===== src/rtl/vga_timing_gen.sv =====
// vga_timing_gen: raster timing generator producing pixel coordinates, the
// active-video qualifier, H/V sync and line/frame strobes. Every output is a
// register decoded from the next-state position, so all outputs in a given
// cycle describe the same (gr_x, gr_y).
module vga_timing_gen #(
  parameter int unsigned H_ACTIVE = 800,
  parameter int unsigned H_FP     = 40,
  parameter int unsigned H_SYNC   = 128,
  parameter int unsigned H_BP     = 88,
  parameter int unsigned V_ACTIVE = 600,
  parameter int unsigned V_FP     = 1,
  parameter int unsigned V_SYNC   = 4,
  parameter int unsigned V_BP     = 23,
  parameter int unsigned HS_POL   = 1,
  parameter int unsigned VS_POL   = 1
) (
  input  logic        clk,
  input  logic        reset,
  input  logic        run,
  output logic [10:0] gr_x,
  output logic [9:0]  gr_y,
  output logic        enable,
  output logic        hsync,
  output logic        vsync,
  output logic        line_start,
  output logic        frame_start,
  output logic [15:0] frame_cnt
);

  localparam int unsigned XW = 11;
  localparam int unsigned YW = 10;
  localparam int unsigned FW = 16;

  localparam int unsigned H_TOTAL = H_ACTIVE + H_FP + H_SYNC + H_BP;
  localparam int unsigned V_TOTAL = V_ACTIVE + V_FP + V_SYNC + V_BP;

  localparam logic [XW-1:0] H_LAST   = XW'(H_TOTAL - 1);
  localparam logic [YW-1:0] V_LAST   = YW'(V_TOTAL - 1);
  localparam logic [XW-1:0] H_ACT    = XW'(H_ACTIVE);
  localparam logic [YW-1:0] V_ACT    = YW'(V_ACTIVE);
  localparam logic [XW-1:0] HS_START = XW'(H_ACTIVE + H_FP);
  localparam logic [XW-1:0] HS_END   = XW'(H_ACTIVE + H_FP + H_SYNC);
  localparam logic [YW-1:0] VS_START = YW'(V_ACTIVE + V_FP);
  localparam logic [YW-1:0] VS_END   = YW'(V_ACTIVE + V_FP + V_SYNC);

  localparam logic HS_ON = 1'(HS_POL);
  localparam logic VS_ON = 1'(VS_POL);

  // started_q is low between reset and the first run edge, so that edge
  // presents (0,0) with its strobes rather than stepping past it.
  logic          started_q,     started_d;
  logic [XW-1:0] x_q,           x_d;
  logic [YW-1:0] y_q,           y_d;
  logic          enable_q,      enable_d;
  logic          hsync_q,       hsync_d;
  logic          vsync_q,       vsync_d;
  logic          line_start_q,  line_start_d;
  logic          frame_start_q, frame_start_d;
  logic [FW-1:0] frame_cnt_q,   frame_cnt_d;

  // Next position and output decode; everything holds while run is low.
  always_comb begin
    started_d     = started_q;
    x_d           = x_q;
    y_d           = y_q;
    frame_cnt_d   = frame_cnt_q;
    enable_d      = enable_q;
    hsync_d       = hsync_q;
    vsync_d       = vsync_q;
    line_start_d  = line_start_q;
    frame_start_d = frame_start_q;

    if (run) begin
      if (!started_q) begin
        started_d = 1'b1;
        x_d       = '0;
        y_d       = '0;
      end else if (x_q == H_LAST) begin
        x_d = '0;
        if (y_q == V_LAST) begin
          y_d         = '0;
          frame_cnt_d = frame_cnt_q + FW'(1);
        end else begin
          y_d = y_q + YW'(1);
        end
      end else begin
        x_d = x_q + XW'(1);
      end

      enable_d      = (x_d < H_ACT) && (y_d < V_ACT);
      hsync_d       = ((x_d >= HS_START) && (x_d < HS_END)) ? HS_ON : ~HS_ON;
      vsync_d       = ((y_d >= VS_START) && (y_d < VS_END)) ? VS_ON : ~VS_ON;
      line_start_d  = (x_d == '0);
      frame_start_d = (x_d == '0) && (y_d == '0);
    end
  end

  // State and output registers with synchronous reset taking priority over run.
  always_ff @(posedge clk) begin
    if (reset) begin
      started_q     <= 1'b0;
      x_q           <= '0;
      y_q           <= '0;
      enable_q      <= 1'b0;
      hsync_q       <= ~HS_ON;
      vsync_q       <= ~VS_ON;
      line_start_q  <= 1'b0;
      frame_start_q <= 1'b0;
      frame_cnt_q   <= '0;
    end else begin
      started_q     <= started_d;
      x_q           <= x_d;
      y_q           <= y_d;
      enable_q      <= enable_d;
      hsync_q       <= hsync_d;
      vsync_q       <= vsync_d;
      line_start_q  <= line_start_d;
      frame_start_q <= frame_start_d;
      frame_cnt_q   <= frame_cnt_d;
    end
  end

  assign gr_x        = x_q;
  assign gr_y        = y_q;
  assign enable      = enable_q;
  assign hsync       = hsync_q;
  assign vsync       = vsync_q;
  assign line_start  = line_start_q;
  assign frame_start = frame_start_q;
  assign frame_cnt   = frame_cnt_q;

endmodule


===== config.mk =====
export PLATFORM = sky130hd
export DESIGN_NAME = vga_timing_gen
export DESIGN_NICKNAME = d
export VERILOG_FILES = /design/src/rtl/vga_timing_gen.sv
export SDC_FILE = /design/constraint.sdc
export NUM_CORES = 1
export LEC_CHECK = 0
export BUFFER_PORTS_ARGS = -buffer_cell sky130_fd_sc_hd__buf_2
export CORE_UTILIZATION = 61
export DETAILED_ROUTE_END_ITERATION = 16
export PLACE_DENSITY = 0.86
export SYNTH_ARGS = -nofsm -noshare
export SYNTH_HDL_FRONTEND = slang
export SYNTH_SLANG_ARGS = --single-unit

===== constraint.sdc =====
create_clock -name clk -period 5.7 [get_ports clk]
set_clock_uncertainty 0.15 [all_clocks]
set_input_delay 1.71 -clock clk [delete_from_list [all_inputs] [get_ports clk]]
set_output_delay 1.71 -clock clk [all_outputs]
set_load 0.005 [all_outputs]

=== After elaboration in Yosys (flattened, before gate mapping) ===
Cells that the tools add are included.

* Add/sub/neg operators: 3
* $mul: 0
* Div/mod/pow operators: 0
* Order comparisons: 6
* Equality and inequality tests: 2
* Shift operators: 0
* Mux-type cells: 9
* Bitwise gates (word level): 0
* Reductions and logical operators: 7

{| class="wikitable"
|+ Operators with widths
! cell !! number
|-
| $mux 10 || 4
|-
| $mux 11 || 3
|-
| $lt 11x10->1 const B || 2
|-
| $lt 10x10->1 const B || 2
|-
| $add 16x1->16 const B || 1
|-
| $add 11x1->11 const B || 1
|-
| $eq 11x11->1 const B || 1
|-
| $ge 11x10->1 const B || 1
|-
| $logic_not 11->1 || 1
|-
| $add 10x1->10 const B || 1
|-
| $eq 10x10->1 const B || 1
|-
| $ge 10x10->1 const B || 1
|-
| $logic_not 10->1 || 1
|-
| $logic_and 1x1->1 || 4
|-
| $reduce_and 4->1 || 1
|-
| $mux 1 || 2
|}

* Bits in registers: 43
* Latch bits: 0
* Bits in writable memories: 0
* Bits in read-only memories: 0
* Bits of input ports: 3
* Output and inout port bits: 42
* Word-level logic and storage cells: 36
* Memories kept: 0

=== Logic depth before layout (Yosys ltp) ===
Gate-level depths: netlist of run 1.

* Depth in word-level cells: 8
* Gate-level depth with buffers: 10
* Depth with buffers taken out: 7

=== Worst setup path before layout of run 1 ===
No wires, ideal clock.

* Kind: in2reg
* From: in run
* To: reg frame_cnt_q[9], in the netlist frame_cnt[9]
* Setup time: 128 ps
* Data arrival time: 2850 ps
* Required time: 5422 ps
* Path slack: 2572 ps
* Stages on the path: 7
* Buffers on the path: 1
* Cells stage by stage: clkbuf_1 -> and2_1 -> nand3_1 -> nor4_1 -> nand3_1 -> xor2_1 -> nor2_1

* Longest elaborated chain between the ends: 1

{| class="wikitable"
|+ Ends and longest elaborated chain
! item !! RTL line !! source
|-
| start, declared || 19 || <nowiki>input logic run,</nowiki>
|-
| $reduce_and 4->1 (no source line) || -- ||
|-
| end signal, assigned || 119 || <nowiki>frame_cnt_q <= frame_cnt_d;</nowiki>
|-
| end, declared || 59 || <nowiki>logic [FW-1:0] frame_cnt_q, frame_cnt_d;</nowiki>
|}

Every way passes these cells.
A chain may end at the register's enable or synchronous reset.

==> results_dict.tcl, run 1 <==
set metrics [dict create \
    drt_iter0_markers 354 \
    gp_congestion 0.9608 \
    drv_cap 0 \
    cp_max_fo 43 \
    finalInstanceArea_um2 2930 \
    hp-class "reg -> reg" \
    vias_per_cell 6.342 \
    cts_inserted_buffers 5 \
    hold_viol_final 0 \
    start_util 0.6516 \
    die_area_um2 4665 \
    crit_path_end_kind "register" \
    cts-htree-levels 2 \
    nets 382 \
    post_cts_resized 0 \
    overflow 0 \
    place_hpwl_mm 4.599 \
    synth_seq_cells 43 \
    critPathKind "in -> reg" \
    routed_wl_mm 6.765 \
    hold_start "vsync" \
    syn_nets 358 \
    max-clock-path-buffers 2 \
    power_frac_seq 0.571 \
    cts_sinks 43 \
    wl_per_cell_um 15.84 \
    insertion_delay_ps 300 \
    cp_data_required_time_ps 5750 \
    vias 2708 \
    tritoncts "built" \
    synth_area_leaders "dfxtp_1 (32%), nor2_1 (6.9%), xor2_1 (4.6%), a21oi_1 (4.5%), nand2_1 (4.3%)" \
    grt_max_degree 44 \
    p_sw_frac 0.2631 \
    gr-usage-all-layers 0.3049 \
    slew_viol_final 0 \
    layout-drive-gt1-share 0.1645 \
    status "finished clean" \
    setup_violations 0 \
    worstMarginPinSlew_ps 796.8 \
    fp.dieW_um 68.30 \
    post-route-period-util 0.5794 \
    synth-edff-count 0 \
    core_area_um2 4115 \
    grt_setup_unrepaired "false" \
    drt_first_pass_iters 5 \
    r2r-start "gr_x[0]" \
    start_kind "input pin" \
    ys_warn_count 0 \
    fp.dieH_um 68.30 \
    row_count 23 \
    post_synth.cell_area_avg_um2 7.617 \
    post_dp_cell_area_um2 2841 \
    synth_seq_area_share 0.3210 \
    io_pins 45 \
    cp-startpoint "reset" \
    n_antenna_cell 0 \
    postCtsSetupBuffers 0 \
    p_sw_w 0.0001416 \
    netlist_area_um2 2681 \
    synth_cells 352 \
    ir_worst_vdd_mv 0.1577 \
    syn_to_final_growth_pct 9.286 \
    clkTransAtPathRegs_ps 80 \
    timing.fmax_mhz 302.8 \
    postCtsHoldBufs 0 \
    leakagePower_nw 1.102 \
    antenna_found_initial 0 \
    io_buffer_count 44 \
    p_clk_frac 0.376 \
    relSlewSlack 0.4688 \
    synth_top_area_cell "dfxtp_1" \
    power.density_nw_per_um2 183.6 \
    postLayoutCoreUtil 0.7121 \
    setup_tns_ps 0 \
    grt_pass1_vias 2287 \
    ant_nets 0 \
    synth_commonest_cells "nor2_1 (49), dfxtp_1 (43), nand2_1 (31)" \
    ys_types 55 \
    combPwrFrac 0.053 \
    synth-async-reset-ratio 0 \
    ys.flop_type "dfxtp_1" \
    synth_top_area_frac 0.3210 \
    p_int_w 0.0003965 \
    crit_arrival_ps 3350 \
    grt_pass1_wl_mm 10.74 \
    yosysMostFrequentCell "nor2_1" \
    drc 0 \
    root_buffer "clkbuf_8" \
    min_period_ps 3303 \
]
kinds of logic after synthesis:
logic type / after synthesis / synth area share
flip-flops: 43 / 0.3210
AO/OA/AOI/OAI: 71 / 0.1689
XOR/XNOR: 25 / 0.08166
adder cells (fa/ha/maj): 3 / 0.01400
multiplexers: 4 / 0.01493
buffers and inverters: 34 / 0.05553
AND/OR/NAND/NOR: 172 / 0.3439
worst max-delay path, cell delays in order:
cell and delay (ps):
buf_2 600, nor2_1 180, and2_1 230, or4b_1 510, o211a_1 120
placed cells by master (no fill, tap or decap), types with 7 or more instances in the layout:
cell     count
o21ai_0     15
and3_1       7
dfxtp_1     43
a21oi_1     24
xor2_1      14
nand2_1     31
nor2_1      49
nor3_1      11
nand3_1     16
xnor2_1     11
inv_1        7
buf_2       44
nand4_1     15
final timing paths:
check | to | slack, ps | cells after the start
worst max-delay path | enable | 2400 | 5
worst max register to register | gr_y[0] | 2610 | 7
worst min-delay path | vsync | 300 | 2
worst min register to register | vsync | 300 | 2
cell type report:
cell class | count | area [µm²]
inverters | 7 | 26.28
clock buffers | 5 | 68.82
repair buffers | 44 | 220.2
well taps | 50 | 62.56
fillers | 350 | 1185
clock inverters | 3 | 20.02
flip-flops and latches | 43 | 860.8
multi-input cells | 275 | 1672
state kept, by name (all words and copies together), names as in the netlist:
register     flops
frame_cnt       16
gr_x            11
gr_y            10
enable           1
frame_start      1
hsync            1
line_start       1
started_q        1
vsync            1
power groups by stage:
stage | clock [W] | combinational [W] | sequential, W
floorplan | 0 | 0.0000226 | 0.000311
global placement | 0 | 0.0000277 | 0.000314
detailed placement | 0 | 0.0000280 | 0.000314
CTS | 0.000203 | 0.0000283 | 0.000307
global route | 0.000215 | 0.0000316 | 0.000308
finish | 0.000202 | 0.0000285 | 0.000307
routing by layer:
layer	part of all wire	track usage	vias to the layer above	wire [µm]
li1	-	-	1310	-
met1	0.45	0.4172	1245	3028
met4	0.011	0.1016	0	75
met5	0	0	-	0
met2	0.47	0.4755	144	3153
met3	0.075	0.05833	9	508
through the flow:
stage / setup WS [ps] / total power, W / instances / hold WS (ps)
2_1_floorplan: 2572 / 0.0003338 / 352 / 299.5
3_3_place_gp: 2105 / 0.0003416 / 419 / 301.0
3_5_place_dp: 2044 / 0.0003423 / 419 / 290.9
4_1_cts: 2353 / 0.0005384 / 427 / 309.7
5_1_grt: 2238 / 0.0005549 / 427 / 330.4
6_report: 2397 / 0.0005381 / 427 / 304.2
No activity file was read; power rests on OpenSTA's default activity.
==> run 2: changes to the inputs <==
--- a/config.mk
+++ b/config.mk
@@ -6,9 +6,9 @@
 export NUM_CORES = 1
 export LEC_CHECK = 0
 export BUFFER_PORTS_ARGS = -buffer_cell sky130_fd_sc_hd__buf_2
-export CORE_UTILIZATION = 61
+export CORE_UTILIZATION = 51
 export DETAILED_ROUTE_END_ITERATION = 16
-export PLACE_DENSITY = 0.86
+export PLACE_DENSITY = 0.76
 export SYNTH_ARGS = -nofsm -noshare
 export SYNTH_HDL_FRONTEND = slang
 export SYNTH_SLANG_ARGS = --single-unit
==> constraint.sdc (replaced) <==
create_clock -name clk -period 2.9 [get_ports clk]
set_clock_uncertainty 0.15 [all_clocks]
set_input_delay 0.87 -clock clk [delete_from_list [all_inputs] [get_ports clk]]
set_output_delay 0.87 -clock clk [all_outputs]
set_load 0.005 [all_outputs]
==> run 2 against run 1 <==
Sequential share of layout area down 1.7 points. Worst setup slack worse by 2100 ps. Non-clock buffer count up 17. Final cell count up 8.7%. Critical endpoint is now frame_cnt[6]. Combinational power up 140%. Critical path type is now reg -> reg. Critical path depth up 1. Largest cell class unchanged. Design area up 6.2%.
==> results_dict.tcl, run 2 (synthesis results as in run 1) <==
set metrics [dict create \
    status "finished clean" \
    p_int_w 0.0008965 \
    worstMarginPinSlew_ps 558.9 \
    insertion_delay_ps 300 \
    start_kind "register" \
    drv_cap 0 \
    drt_iter0_markers 290 \
    start_util 0.5284 \
    drc 0 \
    io_buffer_count 44 \
    clkTransAtPathRegs_ps 90 \
    fp.dieH_um 74.51 \
    p_clk_frac 0.424 \
    critPathMaxStageDelay_ps 580 \
    tritoncts "built" \
    crit_path_end_kind "register" \
    postCtsSetupBuffers 0 \
    ff2ff_path_depth 6 \
    setup_tns_ps 0 \
    wl_per_cell_um 14.52 \
    row_count 26 \
    nets 399 \
    leakagePower_nw 1.209 \
    overflow 0 \
    cp_max_fo 11 \
    grt_pass1_wl_mm 10.76 \
    p_sw_w 0.0002630 \
    hold_path_depth 2 \
    power_frac_seq 0.516 \
    root_buffer "clkbuf_8" \
    grt_pass1_vias 2328 \
    r2r_end "frame_cnt[6]" \
    io_pins 45 \
    largest_reg_flops 16 \
    critPathSlowestCell "or4_4" \
    min_period_ps 2637 \
    vias_per_cell 5.886 \
    critPathKind "reg -> reg" \
    die_area_um2 5552 \
    syn_to_final_growth_pct 16.05 \
    routed_wl_mm 6.735 \
    relSlewSlack 0.6227 \
    max-clock-path-buffers 2 \
    ir_worst_vdd_mv 0.2565 \
    post_cts_resized 0 \
    power_w 0.001159 \
    antenna_found_initial 0 \
    hp-class "reg -> reg" \
    combPwrFrac 0.060 \
    grt_setup_unrepaired "false" \
    r2r_slack_ps 260 \
    final_common_cell "nor2_1" \
    gp_congestion 0.9808 \
    crit_arrival_ps 2720 \
    r2r-start "gr_y[1]" \
    layout_common_cells "nor2_1 (49), buf_2 (44), dfxtp_1 (43), nand2_1 (31), a21oi_1 (24)" \
    p_sw_frac 0.2268 \
    drt_first_pass_iters 5 \
    n_antenna_cell 0 \
    postCtsHoldBufs 0 \
    power.density_nw_per_um2 372.6 \
    cts_inserted_buffers 5 \
    cts_sinks 43 \
    hold_path_end "vsync" \
    grt_max_degree 28 \
    slew_viol_final 0 \
    cts-htree-levels 2 \
    gr-usage-all-layers 0.2500 \
    layout-drive-gt1-share 0.2005 \
    place_hpwl_mm 4.915 \
    setup_violations 0 \
    crit_chain "ha_1, nor2b_1, nand4_1, or4_4, or3_1, a21oi_1" \
    vias 2731 \
    core_area_um2 5075 \
    timing.fmax_mhz 379.2 \
    ant_nets 0 \
    hold_start "vsync" \
    hold_viol_final 0 \
    post-route-period-util 0.9094 \
    cp_data_required_time_ps 2980 \
    fp.dieW_um 74.51 \
]
## run 2: worst max path at each step
stage            start           end  depth (start not counted)
2_1_floorplan  gr_x[1]  frame_cnt[6]                          9
3_3_place_gp   gr_x[6]  frame_cnt[6]                          5
3_5_place_dp   gr_y[1]  frame_cnt[6]                          6
4_1_cts        gr_y[0]  frame_cnt[6]                          6
5_1_grt        gr_y[1]  frame_cnt[6]                          6
6_report       gr_y[1]  frame_cnt[6]                          6
## run 2: layout make-up
cell class | count | area [µm²]
flip-flops and latches | 43 | 860.8
multi-input cells | 275 | 1672
clock inverters | 2 | 35.03
inverters | 7 | 26.28
clock buffers | 6 | 82.58
fillers | 477 | 1963
well taps | 70 | 87.58
repair buffers | 61 | 347.8
## run 2: metal layers
layer,GRT usage,wire (µm),vias to the layer above
li1,-,-,1344
met1,0.3466,3111,1266
met2,0.3844,3058,109
met3,0.04743,430,12
met4,0.09434,136,0
met5,0,0,-
## run 2: stage by stage
stage / area, µm² / hold WS, ps / util / instances / setup WS, ps
4_1_cts: 3112 / 334.3 / 0.6132 / 464 / 292.3
2_1_floorplan: 2681 / 299.5 / - / 352 / 342.4
3_5_place_dp: 2994 / 316.7 / 0.5900 / 456 / 315.2
3_3_place_gp: 2994 / 288.1 / 0.5900 / 456 / 436.7
6_report: 3112 / 324.3 / 0.6132 / 464 / 262.7
5_1_grt: 3112 / 350.9 / 0.6132 / 464 / 107.3
## run 2: power groups by stage
stage               Sequential (W)  Clock (W)  Combinational [W]
floorplan                 0.000612          0          0.0000445
global placement          0.000612          0          0.0000682
detailed placement        0.000612          0          0.0000688
CTS                       0.000598   0.000505          0.0000688
global route              0.000599   0.000526          0.0000772
finish                    0.000598   0.000492          0.0000695
## run 2: worst max-delay path, delay by kind of cell, from the launching register on
family / cells / cell delay [ps]
adder cells (fa/ha/maj): 1 / 370
AND/OR/NAND/NOR: 4 / 1380
flip-flops: 1 / 510
AO/OA/AOI/OAI: 1 / 150
==> run 3: changes to the inputs <==
--- a/config.mk
+++ b/config.mk
@@ -5,10 +5,11 @@
 export SDC_FILE = /design/constraint.sdc
 export NUM_CORES = 1
 export LEC_CHECK = 0
-export BUFFER_PORTS_ARGS = -buffer_cell sky130_fd_sc_hd__buf_2
+export BUFFER_PORTS_ARGS = -buffer_cell sky130_fd_sc_hd__buf_4
 export CORE_UTILIZATION = 51
 export DETAILED_ROUTE_END_ITERATION = 16
 export PLACE_DENSITY = 0.76
+export RECOVER_POWER = 25
 export SYNTH_ARGS = -nofsm -noshare
 export SYNTH_HDL_FRONTEND = slang
 export SYNTH_SLANG_ARGS = --single-unit
==> run 3 against run 2 <==
Fmax grew 0.71%. Hold slack better by 3.7 ps. Die area unchanged. Critical path depth is the same. Non-clock buffer count rose by 3. Combinational power is 2% higher. Worst setup slack improved by 19 ps. Sequential power is essentially flat. Wire length rose by 4.7%. Flip-flop and latch count stayed put. Largest cell class unchanged.
==> results_dict.tcl, run 3 (synthesis results as in run 1) <==
set metrics [dict create \
    status "finished clean" \
    critPathKind "reg -> reg" \
    post-route-period-util 0.9030 \
    whs_ps 328.0 \
    gp_congestion 0.9491 \
    antenna_found_initial 0 \
    cp-startpoint "gr_y[0]" \
    grt_pass1_vias 2487 \
    cp_max_fo 11 \
    postCtsHoldBufs 0 \
    ff2ff_path_depth 6 \
    die_area_um2 5552 \
    r2r_slack_ps 280 \
    largest_reg_flops 16 \
    vias_per_cell 5.846 \
    io_pins 45 \
    p_sw_w 0.0002692 \
    grt_pass1_wl_mm 11.56 \
    n_antenna_cell 0 \
    layout-drive-gt1-share 0.2040 \
    hold_start "vsync" \
    grt_setup_unrepaired "false" \
    seqCellArea_um2 860.8 \
    multi_input_area_um2 1672 \
    syn_to_final_growth_pct 21.56 \
    timing.fmax_mhz 381.9 \
    routed_wl_mm 7.049 \
    start_kind "register" \
    worstMarginPinSlew_ps 604.5 \
    vias 2730 \
    slew_viol_final 0 \
    drt_first_pass_iters 6 \
    cts_inserted_buffers 5 \
    power_w 0.001232 \
    grt_max_degree 43 \
    max-clock-path-buffers 2 \
    combPwrFrac 0.057 \
    min_period_ps 2619 \
    drv_cap 0 \
    relSlewSlack 0.5919 \
    layout_common_cells "nor2_1 (49), buf_4 (45), dfxtp_1 (43), nand2_1 (31), a21oi_1 (24)" \
    core_area_um2 5075 \
    gr-usage-all-layers 0.2701 \
    cp_data_required_time_ps 2990 \
    cts-htree-levels 2 \
    crit_path_end_kind "register" \
    setup_violations 0 \
    row_count 26 \
    dp_slack_ps 325.7 \
    tritoncts "built" \
    root_buffer "clkbuf_8" \
    fill_cells 508 \
    p_clk_frac 0.456 \
    hp-class "reg -> reg" \
    postLayoutCoreUtil 0.6423 \
    r2r_end "frame_cnt[6]" \
    start_util 0.5284 \
    insertion_delay_ps 300 \
    wl_per_cell_um 15.09 \
    drt_iter0_markers 309 \
    crit_end "frame_cnt[6]" \
    p_sw_frac 0.2185 \
    place_hpwl_mm 5.112 \
    p_int_w 0.0009629 \
    r2r-start "gr_y[0]" \
    setup_tns_ps 0 \
    power.density_nw_per_um2 378.0 \
    fp.dieW_um 74.51 \
    power_frac_seq 0.486 \
    setup_slack_ps 281.2 \
    drc 0 \
    fp.dieH_um 74.51 \
    io_buffer_count 44 \
    overflow 0 \
    ir_worst_vdd_mv 0.2589 \
    postCtsSetupBuffers 0 \
    post_cts_resized 0 \
    clkTransAtPathRegs_ps 90 \
    nets 402 \
    crit_arrival_ps 2710 \
    hold_viol_final 0 \
    cts_sinks 43 \
    leakagePower_nw 1.209 \
    final_common_cell "nor2_1" \
    ant_nets 0 \
]
[run 3: changes by cell type in the layout (fill, tap and decap cells not counted)]
cell and change:
buf_2 -44, buf_4 +28, clkbuf_4 +18, bufinv_16 +1
clkbuf_1 +1, clkbuf_8 -1, clkinv_2 -1, clkinvlp_4 +1
[run 3: worst min path at each step]
stage                     endpoint  slack [ps]  cells after the start
after floorplan              vsync         300                      2
after global placement       vsync         300                      2
after detailed placement     vsync         320                      2
after CTS                    vsync         330                      2
after global routing         hsync         360                      1
final                        vsync         330                      2
[run 3: power groups by stage]
| stage | sequential (W) | combinational, W | clock, W |
|---|---|---|---|
| final | 0.000599 | 0.0000708 | 0.000562 |
| after global routing | 0.000600 | 0.0000782 | 0.000589 |
| after CTS | 0.000599 | 0.0000723 | 0.000575 |
| after detailed placement | 0.000613 | 0.0000719 | 0 |
| after global placement | 0.000613 | 0.0000711 | 0 |
| after floorplan | 0.000612 | 0.0000445 | 0 |
[run 3: metrics by stage]
step / std cells / cell area (µm²)
6_report: 467 / 3259
2_1_floorplan: 352 / 2681
5_1_grt: 467 / 3259
3_3_place_gp: 459 / 3127
4_1_cts: 467 / 3263
3_5_place_dp: 459 / 3127
[run 3: routing by layer]
layer  vias to the layer above  global-route usage  wire (µm)
met5                         -                   0          0
met4                         0              0.1111        114
met3                        11             0.04878        383
met2                        91              0.4374       3318
met1                      1281              0.3541       3233
li1                       1347                   -          -
[run 3: area by class of cell]
class	instances	share of cell area
multi-input cells	275	0.5129
flip-flops and latches	43	0.2641
repair buffers	64	0.1463
well taps	70	0.02687
clock buffers	5	0.02111
clock inverters	3	0.02073
inverters	7	0.008061
[run 3: worst max-delay path: stages (launching register included)]
cell and delay [ps]:
dfxtp_1 520, ha_1 370, nor2b_1 270, nand4_1 160, or4_4 580, or3_1 370
a21oi_1 150
